`src/rtl/mem_port_arbiter_2x32.sv`:
```
// Two-requester arbiter onto one single-port 32-bit synchronous memory.
// Define ARB_ROUND_ROBIN_EN for round-robin arbitration; default is fixed priority (r0 first).
module mem_port_arbiter_2x32 #(
    parameter int ADDR_WIDTH   = 32,
    parameter int READ_LATENCY = 2
) (
    input  logic                  clk,
    input  logic                  reset_n,
    input  logic                  r0_req,
    input  logic                  r0_rw,
    input  logic [ADDR_WIDTH-1:0] r0_address,
    input  logic [31:0]           r0_write_data,
    input  logic [3:0]            r0_byte_en,
    output logic                  r0_ack,
    output logic [31:0]           r0_read_data,
    input  logic                  r1_req,
    input  logic                  r1_rw,
    input  logic [ADDR_WIDTH-1:0] r1_address,
    input  logic [31:0]           r1_write_data,
    input  logic [3:0]            r1_byte_en,
    output logic                  r1_ack,
    output logic [31:0]           r1_read_data,
    output logic [ADDR_WIDTH-1:0] mem_address,
    output logic [31:0]           mem_write_data,
    output logic [3:0]            mem_byte_en,
    output logic                  mem_wren,
    input  logic [31:0]           mem_read_data,
    output logic                  busy
);

    typedef enum logic [1:0] {
        IDLE,
        READ,
        WRITE,
        ACK
    } state_t;

    localparam logic [3:0] LAT_M1 = 4'(READ_LATENCY - 1);

    state_t      state;
    state_t      state_nxt;
    logic        winner;
    logic [3:0]  cnt;
    logic        req_any;
    logic        grant_id;
    logic        grant_rw;

`ifdef ARB_ROUND_ROBIN_EN
    logic last;

    // Contested grant goes to whoever did not win last time.
    always_comb begin
        grant_id = ~r0_req;
        if (r0_req && r1_req) begin
            grant_id = ~last;
        end
    end
`else
    always_comb begin
        grant_id = ~r0_req;
    end
`endif

    assign req_any  = r0_req | r1_req;
    assign grant_rw = grant_id ? r1_rw : r0_rw;

    always_ff @(posedge clk) begin
        if (!reset_n) begin
            state <= IDLE;
        end else begin
            state <= state_nxt;
        end
    end

    always_comb begin
        state_nxt = state;
        unique case (state)
            IDLE: begin
                if (req_any) begin
                    state_nxt = grant_rw ? READ : WRITE;
                end
            end
            READ: begin
                if (cnt == LAT_M1) begin
                    state_nxt = ACK;
                end
            end
            WRITE:   state_nxt = ACK;
            ACK:     state_nxt = IDLE;
            default: state_nxt = IDLE;
        endcase
    end

    always_ff @(posedge clk) begin
        if (!reset_n) begin
            winner         <= 1'b0;
            cnt            <= '0;
            mem_address    <= '0;
            mem_write_data <= '0;
            mem_byte_en    <= '0;
            r0_read_data   <= '0;
            r1_read_data   <= '0;
`ifdef ARB_ROUND_ROBIN_EN
            last           <= 1'b1;
`endif
        end else begin
            if (state == IDLE && req_any) begin
                winner         <= grant_id;
                cnt            <= '0;
                mem_address    <= grant_id ? r1_address    : r0_address;
                mem_write_data <= grant_id ? r1_write_data : r0_write_data;
                mem_byte_en    <= grant_id ? r1_byte_en    : r0_byte_en;
`ifdef ARB_ROUND_ROBIN_EN
                last           <= grant_id;
`endif
            end
            if (state == READ) begin
                cnt <= cnt + 4'd1;
                if (cnt == LAT_M1) begin
                    if (winner) begin
                        r1_read_data <= mem_read_data;
                    end else begin
                        r0_read_data <= mem_read_data;
                    end
                end
            end
        end
    end

    assign mem_wren = (state == WRITE);
    assign busy     = (state != IDLE);
    assign r0_ack   = (state == ACK) && !winner;
    assign r1_ack   = (state == ACK) && winner;

endmodule

```
`config.mk`:
```
export PLATFORM = sky130hd
export DESIGN_NAME = mem_port_arbiter_2x32
export DESIGN_NICKNAME = d
export VERILOG_FILES = /design/src/rtl/mem_port_arbiter_2x32.sv
export SDC_FILE = /design/constraint.sdc
export NUM_CORES = 1
export LEC_CHECK = 0
export BUFFER_PORTS_ARGS = -buffer_cell sky130_fd_sc_hd__buf_2
export CAP_MARGIN = 20
export CORE_MARGIN = 3
export CORE_UTILIZATION = 45
export DETAILED_ROUTE_END_ITERATION = 10
export PLACE_DENSITY = 0.79
export SLEW_MARGIN = 0
export SYNTH_ARGS = -nofsm -noshare
export SYNTH_HDL_FRONTEND = slang
export SYNTH_SLANG_ARGS = --single-unit
```
`constraint.sdc`:
```
create_clock -name clk -period 4.5 [get_ports clk]
set_input_delay 0 -clock clk [delete_from_list [all_inputs] [get_ports clk]]
set_output_delay 0 -clock clk [all_outputs]
set_load 0.1 [all_outputs]
```
==> run summary, run 1 <==
Clk sinks - 139
DRT iter0 DRCs - 603
Vias in the first global route - 6,758
Num CTS Buffers - 17
Syn Area/Cell - 9.371 µm²
RSZ-0062 raised after global routing - no
Clock latency on the worst-skew pair - 0.42 ns
Setup bufs post-CTS - 0
Vias per inst - 5.467
Clk slew on worst S/H paths - 0.06 ns
Fin nets - 1,239
Port bufs - 309
VDD IR max - 0.5613 mV
Max Clk Rate - 416.0 MHz
Final Core Density - 0.7428
Mapped Nets - 828
Non-Filler Instances - 1,243
CTS root buf - clkbuf_16
Ports - 310
Largest net degree at the start of global routing - 82
WL/cell - 18.87 µm
Number of flops mapped to enable cells by yosys - 0
Share of the synthesized area in the top cell type - 0.4589
Crit share post-route - 0.5342
Min-delay worst type - in -> reg
Die Y - 122.1 µm
Critical path startpoint category - register
Outcome - finished, final reports clean
Crit path kind - reg -> reg
Die Area - 14,900 µm²
Worst path cell trace - inv_1, ha_1, o21a_4, buf_4, nor2_1, a211oi_2
Maxcap violations - 0
Worst path bufs/invs - 2
Residual DRC - 0
Worst Skew - 0.01354 ns
Power Dens Cells - 675.1 nW/µm²
Row count - 41
CP required - 4.81 ns
GRT Resource Usage Total - 0.3054
Yosys cell types - 34
Final Hold Vio Count - 0
WL final - 23,460 µm
Largest cells by area after synthesis - dfxtp_1 46%, mux2i_1 11%, a211oi_2 8.3%
Leak - 4.368 nW
Ys flop type - dfxtp_1
Top delay family on crit path - compound AO/OA/AOI/OAI gates
H-tree Lvls - 4
Initial antenna violation count - 1
Yosys top cell by area - dfxtp_1
Share of cells above drive strength 1 - 0.3658
Resize count post-CTS - 0
CP Capture Type - register
Fin Setup TNS - 0 ns
Crit path max-delay cell type - o21a_4
Synth Instances - 647
Core Region - 12,880 µm²
Final min period - 2.404 ns
CP Max Fanout - 66
ANT nets after route - 0
First drt pass iteration count - 6
Async set-reset flop share out of synthesis - 0
Endpoints failing setup - 0
Worst-margin pin slew - 1.021 ns
First-pass GRT wire length - 35,510 µm
Pins Over Slew Limit - 0
Seq cells post-synth - 139
Sequential share of the synthesized area - 0.4589
CP max stage delay - 0.62 ns
Total gr overflow - 0
RD Place Congestion - 0.9002
Post-Syn Area - 6063 µm²
Clock Path Buffers - 2
Area grow syn2layout - 57.74%
Dpl cells - 1,071
Initial cell density of the core - 0.4709
Relative slew margins - 0.3196
Die width - 122.1 µm
CP Data Arrival Time - 2.71 ns
Detailed placer's ending HPWL - 12,620 µm
Synth Warn # - 0
Via count of the routed design - 6,796
CTS tree - done
synth_stat cells, types with 2 or more instances:
cell,number
buf_4,5
a211oi_1,29
nor2b_1,2
a21oi_1,68
clkbuf_1,33
ha_1,7
nor2_1,70
dfxtp_1,139
inv_1,6
nand2b_1,2
a211oi_2,40
mux2i_1,69
and3_2,2
buf_2,20
buf_6,5
nand3_1,66
and2_1,2
o21ai_0,65
buf_1,2
flip-flops by register name, summed over array words and instances, names as in the netlist:
signal,count
r0_read_data,32
cnt,4
state,2
r1_read_data,32
mem_address,32
mem_byte_en,4
winner,1
mem_write_data,32
placed cells by master (no fill, tap or decap), types with 2 or more instances in the layout:
master         Yosys  routed
inv_1              6       6
a21oi_1           68      68
and2_1             2       2
clkbuf_8           0       2
clkbuf_1          33       4
a211oi_1          29      29
a211oi_2          40      40
o21ai_0           65      65
clkinv_2           0       2
buf_2             20     308
and3_2             2       2
nand2b_1           2       2
nand3_1           66      66
bufinv_16          0       3
dfxtp_1          139     138
diode_2            0       2
nor2b_1            2       2
dlygate4sd3_1      0     140
mux2i_1           69      69
ha_1               7       7
buf_4              5       9
clkbuf_16          0      17
nor2_1            70      70
power by group:
group	leakage (nW)	total, mW	switching [mW]	internal, mW
sequential	1.14	1.63	0.146	1.49
clock	0.283	1.40	0.502	0.894
combinational	2.95	3.43	2.75	0.679
worst paths after layout:
path	startpoint	end	slack (ns)	depth (start not counted)
worst max register to register	state[0]	mem_address[8]	2.10	6
worst max-delay path	state[0]	mem_address[8]	2.10	6
worst min-delay path	r0_write_data[14]	mem_write_data[14]	0.001	3
worst min register to register	r1_read_data[11]	r1_read_data[11]	0.47	2
metal layers:
layer	up-vias	GRT usage	share of wire
met3	104	0.07567	0.065
met2	341	0.5511	0.52
li1	3159	-	-
met1	3192	0.3159	0.36
met4	0	0.1903	0.053
met5	-	0	0
worst register-to-register path, delay by kind of cell (launching register included):
family	cells	cell delay (ns)
flip-flops	1	0.34
adder cells (fa/ha/maj)	1	0.26
AO/OA/AOI/OAI	2	0.90
AND/OR/NAND/NOR	1	0.11
buffers and inverters	2	0.68
cell type report:
cell class,instances,area [µm²]
multi-input cells,435,2933
flip-flops and latches,139,2784
fillers,851,3312
diodes,2,5.005
clock buffers,23,467.9
clock inverters,7,116.4
repair buffers,457,3010
well taps,172,215.2
inverters,8,32.53
cell families after synthesis:
family,after synthesis,share of synthesized area
AOI/OAI and AO/OA,209,0.2388
adders and majority gates,7,0.01444
buffers and inverters,73,0.05860
DFF,139,0.4589
muxes,69,0.1139
and+or+nand+nor,150,0.1154
metrics by stage:
stage	power (mW)	hold WS, ns	cell area [µm²]	setup slack [ns]
after floorplan	4.389	0.1279	6063	2.636
after global placement	4.810	0.2655	7574	2.241
after global routing	6.689	0.002577	9562	1.919
after CTS	6.352	0.0006092	9559	2.129
after detailed placement	4.850	0.2711	7574	2.184
final	6.457	0.001310	9564	2.096
repair_timing:
action | in CTS | in global routing
hold buffers | 140 | 0
hold endpoints to repair | 124 | 0
setup endpoints to repair | 0 | 0
No activity file was read; power rests on OpenSTA's default activity.
==> run 2: changes to the inputs <==
==> constraint.sdc (replaced) <==
create_clock -name clk -period 2.4 [get_ports clk]
set_input_delay 0 -clock clk [delete_from_list [all_inputs] [get_ports clk]]
set_output_delay 0 -clock clk [all_outputs]
set_load 0.1 [all_outputs]
==> run summary, run 2 (same netlist as run 1, synthesis figures left out) <==
Reg2reg path depth - 6 (unchanged)
Vias in the first global route - 7,222 (+6.9%)
Worst Skew - 0.006922 ns (-0.006614 ns)
Most frequent cells in the layout - 308 x buf_2, 153 x dlygate4sd3_1, 138 x dfxtp_1, 70 x nor2_1, 69 x mux2i_1
First drt pass iteration count - 7 (+1)
CP Capture Type - register
CP max stage delay - 0.61 ns (about the same)
Num CTS Buffers - 17 (unchanged)
CP required - 2.70 ns (-2.11 ns)
Crit share post-route - 0.8515
CP Max Fanout - 65 (-1.5%)
CP Data Arrival Time - 2.34 ns (-0.37 ns)
Crit path max-delay cell type - dlygate4sd3_1
Share of cells above drive strength 1 - 0.3667 (+0.0009655)
RD Place Congestion - 0.8819 (-2.0%)
Die Area - 14,900 µm² (unchanged)
Vias per inst - 5.538 (+1.3%)
Most used cell, CP - dlygate4sd3_1
Power Dens Cells - 1258 nW/µm² (+86%)
Detailed placer's ending HPWL - 12,750 µm (+1.0%)
GRT Resource Usage Total - 0.3259 (+0.02047)
Maxcap violations - 0 (unchanged)
Final min period - 2.044 ns
NetSw - 6.495 mW (+91%)
Crit path kind - in -> reg
Commonest non-fill, non-tap cell in the layout - buf_2
Register area - 2784 µm² (unchanged)
Min-delay worst type - in -> reg
Worst path bufs/invs - 4 (+2)
Pins Over Slew Limit - 0 (unchanged)
Ports - 310 (unchanged)
Total gr overflow - 0 (unchanged)
Fin Setup TNS - 0 ns (unchanged)
Hold slack - 0.006285 ns (+0.004975 ns)
Area grow syn2layout - 61.70%
Reg2reg setup slack - 0.38 ns (-1.72 ns)
H-tree Lvls - 4 (unchanged)
Worst Hold Depth - 3 (unchanged)
Setup bufs post-CTS - 0 (unchanged)
Number of cells on the critical path - 6 (unchanged)
Die width - 122.1 µm (unchanged)
First-pass GRT wire length - 37,580 µm (+5.8%)
Clock Path Buffers - 2 (unchanged)
Placed cell areas - 7666 µm² (+1.2%)
Worst-margin pin slew - 0.7757 ns (-0.2449 ns)
WL/cell - 19.56 µm (+3.6%)
Sw Share - 0.5266 (about the same)
Endpoints failing setup - 0 (unchanged)
Row count - 41 (unchanged)
Relative slew margins - 0.4829 (+0.1632)
Via count of the routed design - 6,983 (+2.8%)
Port bufs - 309 (unchanged)
Core Region - 12,880 µm² (unchanged)
Outcome - finished, final reports clean
Clock latency on the worst-skew pair - 0.41 ns (about the same)
Design Area, Final - 9804 µm² (+2.5%)
Largest net degree at the start of global routing - 72 (-12%)
PnR Total Power - 12.34 mW (+91%)
Die Y - 122.1 µm (unchanged)
Sequential power share - 0.251 (-0.002)
Worst path cell trace - dlygate4sd3_1, buf_4, buf_12, mux2i_1, dlygate4sd3_1, a211oi_1
Top delay family on crit path - buffers and inverters
Critical path startpoint category - primary input
Residual DRC - 0 (unchanged)
CTS root buf - clkbuf_16
Fin nets - 1,256 (+1.4%)
Clk slew on worst S/H paths - 0.06 ns (about the same)
Leak - 4.478 nW (+2.5%)
Int Pwr - 5.840 mW (+91%)
Initial antenna violation count - 1 (unchanged)
CTS tree - done
VDD IR max - 1.037 mV (+85%)
Comb power frac - 0.532 (about the same)
Initial cell density of the core - 0.4709 (unchanged)
DRT iter0 DRCs - 636 (+5.5%)
Max Clk Rate - 489.4 MHz
RSZ-0062 raised after global routing - no
Clk pwr share - 0.216 (about the same)
Area of the multi-input gates - 2933 µm² (unchanged)
Final Hold Vio Count - 0 (unchanged)
Layout fillers - 830 (-2.5%)
Clk sinks - 139 (unchanged)
ANT nets after route - 0 (unchanged)
WL final - 24,670 µm (+5.1%)
-- run 2: routing by layer --
metal  up-vias  wire, µm  global-route usage
met1      3231      8667              0.3252
met5         -         0                   0
met3       147      1863              0.1045
met4         0      1837              0.2477
li1       3196         -                   -
met2       409     12300              0.5625
-- run 2: worst reg2reg max path: stages (launching register included) --
cell and delay, ns:
dfxtp_1 0.35, inv_1 0.12, ha_1 0.26, o21a_4 0.35, buf_4 0.43, nor2_1 0.11
a211oi_1 0.29
-- run 2: path summary, 6_finish.rpt --
kind                     startpoint                 end
hold / removal    r0_write_data[17]  mem_write_data[17]
setup reg to reg           state[0]      mem_byte_en[1]
setup / recovery             r0_req   mem_write_data[1]
hold reg to reg    r0_read_data[23]    r0_read_data[23]
-- run 2: per-stage QoR --
stage	utilization	std cells	worst slack (ns)
2_1_floorplan	-	647	0.5364
3_3_place_gp	0.5954	1075	0.6590
3_5_place_dp	0.5954	1075	0.5731
4_1_cts	0.7612	1260	0.5257
5_1_grt	0.7614	1261	0.2749
6_report	0.7614	1261	0.3565
-- run 2: cell type report --
type                            instances  share of cell area
Multi-Input combinational cell        435              0.2991
Sequential cell                       139              0.2839
Antenna cell                            1           0.0002552
Tap cell                              172             0.02195
Inverter                                8            0.003318
Timing Repair Buffer                  474              0.3298
Clock inverter                         11             0.01468
Clock buffer                           21             0.04696
-- run 2: power groups by stage --
stage,clock [mW],combinational [mW],sequential (mW)
5_1_grt,2.81,6.83,3.14
3_3_place_gp,0,6.05,3.07
3_5_place_dp,0,6.11,3.09
4_1_cts,2.69,6.35,3.04
2_1_floorplan,0,2.08,6.15
6_report,2.67,6.57,3.10
-- run 2: timing repair --
item	in CTS	in global routing
hold endpoints to repair	129	0
gates resized for setup	0	0
hold buffers	153	0
==> run 3: changes to the inputs <==
--- a/config.mk
+++ b/config.mk
@@ -7,7 +7,7 @@
 export LEC_CHECK = 0
 export BUFFER_PORTS_ARGS = -buffer_cell sky130_fd_sc_hd__buf_2
 export CAP_MARGIN = 20
-export CORE_MARGIN = 3
+export CORE_MARGIN = 8
 export CORE_UTILIZATION = 45
 export DETAILED_ROUTE_END_ITERATION = 10
 export PLACE_DENSITY = 0.79
==> constraint.sdc (replaced) <==
create_clock -name clk -period 2.38 [get_ports clk]
set_input_delay 0 -clock clk [delete_from_list [all_inputs] [get_ports clk]]
set_output_delay 0 -clock clk [all_outputs]
set_load 0.1 [all_outputs]
==> run summary, run 3 (same netlist as run 1, synthesis figures left out) <==
Outcome - finished, final reports clean
Vias in the first global route - 7,221 (-0.014%)
CTS tree - done
Num CTS Buffers - 17 (unchanged)
Core Region - 13,190 µm² (+2.4%)
Final min period - 1.999 ns
Largest net degree at the start of global routing - 65 (-9.7%)
Min-delay worst type - in -> reg
Power Dens Cells - 1288 nW/µm² (+2.4%)
Int Pwr - 6.153 mW (+5.4%)
Layout fillers - 830 (unchanged)
GRT Resource Usage Total - 0.2804 (-0.04555)
Critical path startpoint category - register
NetSw - 6.592 mW (+1.5%)
ANT nets after route - 0 (unchanged)
Maxcap violations - 0 (unchanged)
CP Capture Type - register
Residual DRC - 0 (unchanged)
Detailed placer's ending HPWL - 13,930 µm (+9.3%)
Endpoints failing setup - 0 (unchanged)
Worst path bufs/invs - 2 (-2)
Vias per inst - 5.502 (-0.65%)
Reg2reg setup slack - 0.38 ns (about the same)
Via count of the routed design - 6,987 (+0.057%)
Port bufs - 309 (unchanged)
Initial cell density of the core - 0.4597 (-0.01121)
Share of cells above drive strength 1 - 0.3694 (+0.002658)
CTS root buf - clkbuf_16
WL/cell - 20.12 µm (+2.8%)
Commonest non-fill, non-tap cell in the layout - buf_2
Resize count post-CTS - 0 (unchanged)
Fin Setup TNS - 0 ns (unchanged)
Sw Share - 0.5172 (-0.009349)
Die Area - 17,440 µm² (+17%)
CP Data Arrival Time - 2.28 ns (-0.06 ns)
Pins Over Slew Limit - 0 (unchanged)
CP Max Fanout - 34 (-48%)
Worst Hold Depth - 2 (-1)
Reg-to-reg critical path endpoint - mem_byte_en[0]
Clock latency on the worst-skew pair - 0.42 ns (about the same)
RSZ-0062 raised after global routing - no
Relative slew margins - 0.5942 (+0.1113)
Hold slack - 0.005155 ns (-0.001130 ns)
Fin nets - 1,259 (+0.24%)
Area grow syn2layout - 63.21%
RD Place Congestion - 0.8310 (-5.8%)
Leak - 4.516 nW (+0.85%)
Worst path cell trace - inv_1, ha_1, o21a_4, buf_12, nor2_1, a211oi_1
First-pass GRT wire length - 39,220 µm (+4.4%)
WL final - 25,550 µm (+3.6%)
Die width - 132.1 µm (+8.2%)
CP max stage delay - 0.44 ns (-0.17 ns)
Most frequent cells in the layout - 308 x buf_2, 153 x dlygate4sd3_1, 138 x dfxtp_1, 70 x nor2_1, 69 x mux2i_1
Comb power frac - 0.527 (-0.005)
Sequential power share - 0.244 (-0.007)
Worst-margin pin slew - 0.6087 ns (-0.1669 ns)
Die Y - 132.1 µm (+8.2%)
H-tree Lvls - 4 (unchanged)
Worst Skew - 0.01418 ns (+0.007255 ns)
Clk sinks - 139 (unchanged)
Clk pwr share - 0.229 (+0.013)
DRT iter0 DRCs - 567 (-11%)
Reg2reg path depth - 6 (unchanged)
Clk slew on worst S/H paths - 0.06 ns (about the same)
Worst Hold Launch - r0_req
Final Hold Vio Count - 0 (unchanged)
Total gr overflow - 0 (unchanged)
VDD IR max - 1.039 mV (+0.19%)
Hold Crit Endpoint - winner
CP required - 2.67 ns (-0.03 ns)
Crit path kind - reg -> reg
Placed cell areas - 7706 µm² (+0.52%)
First drt pass iteration count - 5 (-2)
Initial antenna violation count - 3 (+2)
Crit path max-delay cell type - o21a_4
Top delay family on crit path - compound AO/OA/AOI/OAI gates
R2r startpoint - state[0]
Ports - 310 (unchanged)
Crit share post-route - 0.8399
Max Clk Rate - 500.2 MHz
Design Area, Final - 9896 µm² (+0.93%)
Clock Path Buffers - 2 (unchanged)
Row count - 42 (+2.4%)
-- run 3: through the flow --
stage / total power [mW] / setup slack, ns / utilization / instances
after floorplan: 8.298 / 0.5164 / - / 647
after global placement: 9.271 / 0.6191 / 0.5842 / 1082
after detailed placement: 9.344 / 0.5550 / 0.5842 / 1082
after CTS: 12.47 / 0.5439 / 0.7497 / 1267
after global routing: 13.14 / 0.2716 / 0.7502 / 1270
final: 12.75 / 0.3810 / 0.7502 / 1270
-- run 3: final cells by class --
cell class                      count  area, µm²  share of cell area
Tap cell                          176      220.2             0.02225
Timing Repair Buffer              477       3268              0.3303
Inverter                            8      32.53            0.003287
Multi-Input combinational cell    435       2933              0.2964
Sequential cell                   139       2784              0.2813
Clock buffer                       20      456.7             0.04615
Clock inverter                     12      193.9             0.01960
Antenna cell                        3      7.507           0.0007586
-- run 3: repair_timing --
action | in CTS | in global routing
endpoints found under the hold margin | 130 | 0
setup buffers | 0 | 0
hold buffers | 153 | 0
-- run 3: layer usage --
metal | share of wire | global-route usage | wire (µm)
met3 | 0.068 | 0.08155 | 1725
met4 | 0.074 | 0.2157 | 1894
met1 | 0.35 | 0.2724 | 8969
met5 | 0 | 0 | 0
met2 | 0.51 | 0.4942 | 12960
-- run 3: worst max-delay path by stage --
| stage | from | to | slack (ns) | cells after the start |
|---|---|---|---|---|
| after floorplan | state[0] | r0_ack | 0.52 | 2 |
| after global placement | state[0] | mem_address[16] | 0.62 | 6 |
| after detailed placement | state[1] | r0_read_data[21] | 0.56 | 6 |
| after CTS | state[1] | r0_read_data[21] | 0.54 | 6 |
| after global routing | state[0] | mem_address[3] | 0.27 | 6 |
| final | state[0] | mem_byte_en[0] | 0.38 | 6 |
-- run 3: power by group through the flow --
| stage | registers [mW] | logic (mW) | clock network [mW] |
|---|---|---|---|
| 2_1_floorplan | 6.21 | 2.09 | 0 |
| 3_3_place_gp | 3.07 | 6.20 | 0 |
| 3_5_place_dp | 3.09 | 6.25 | 0 |
| 4_1_cts | 3.05 | 6.49 | 2.93 |
| 5_1_grt | 3.15 | 6.94 | 3.05 |
| 6_report | 3.11 | 6.71 | 2.92 |
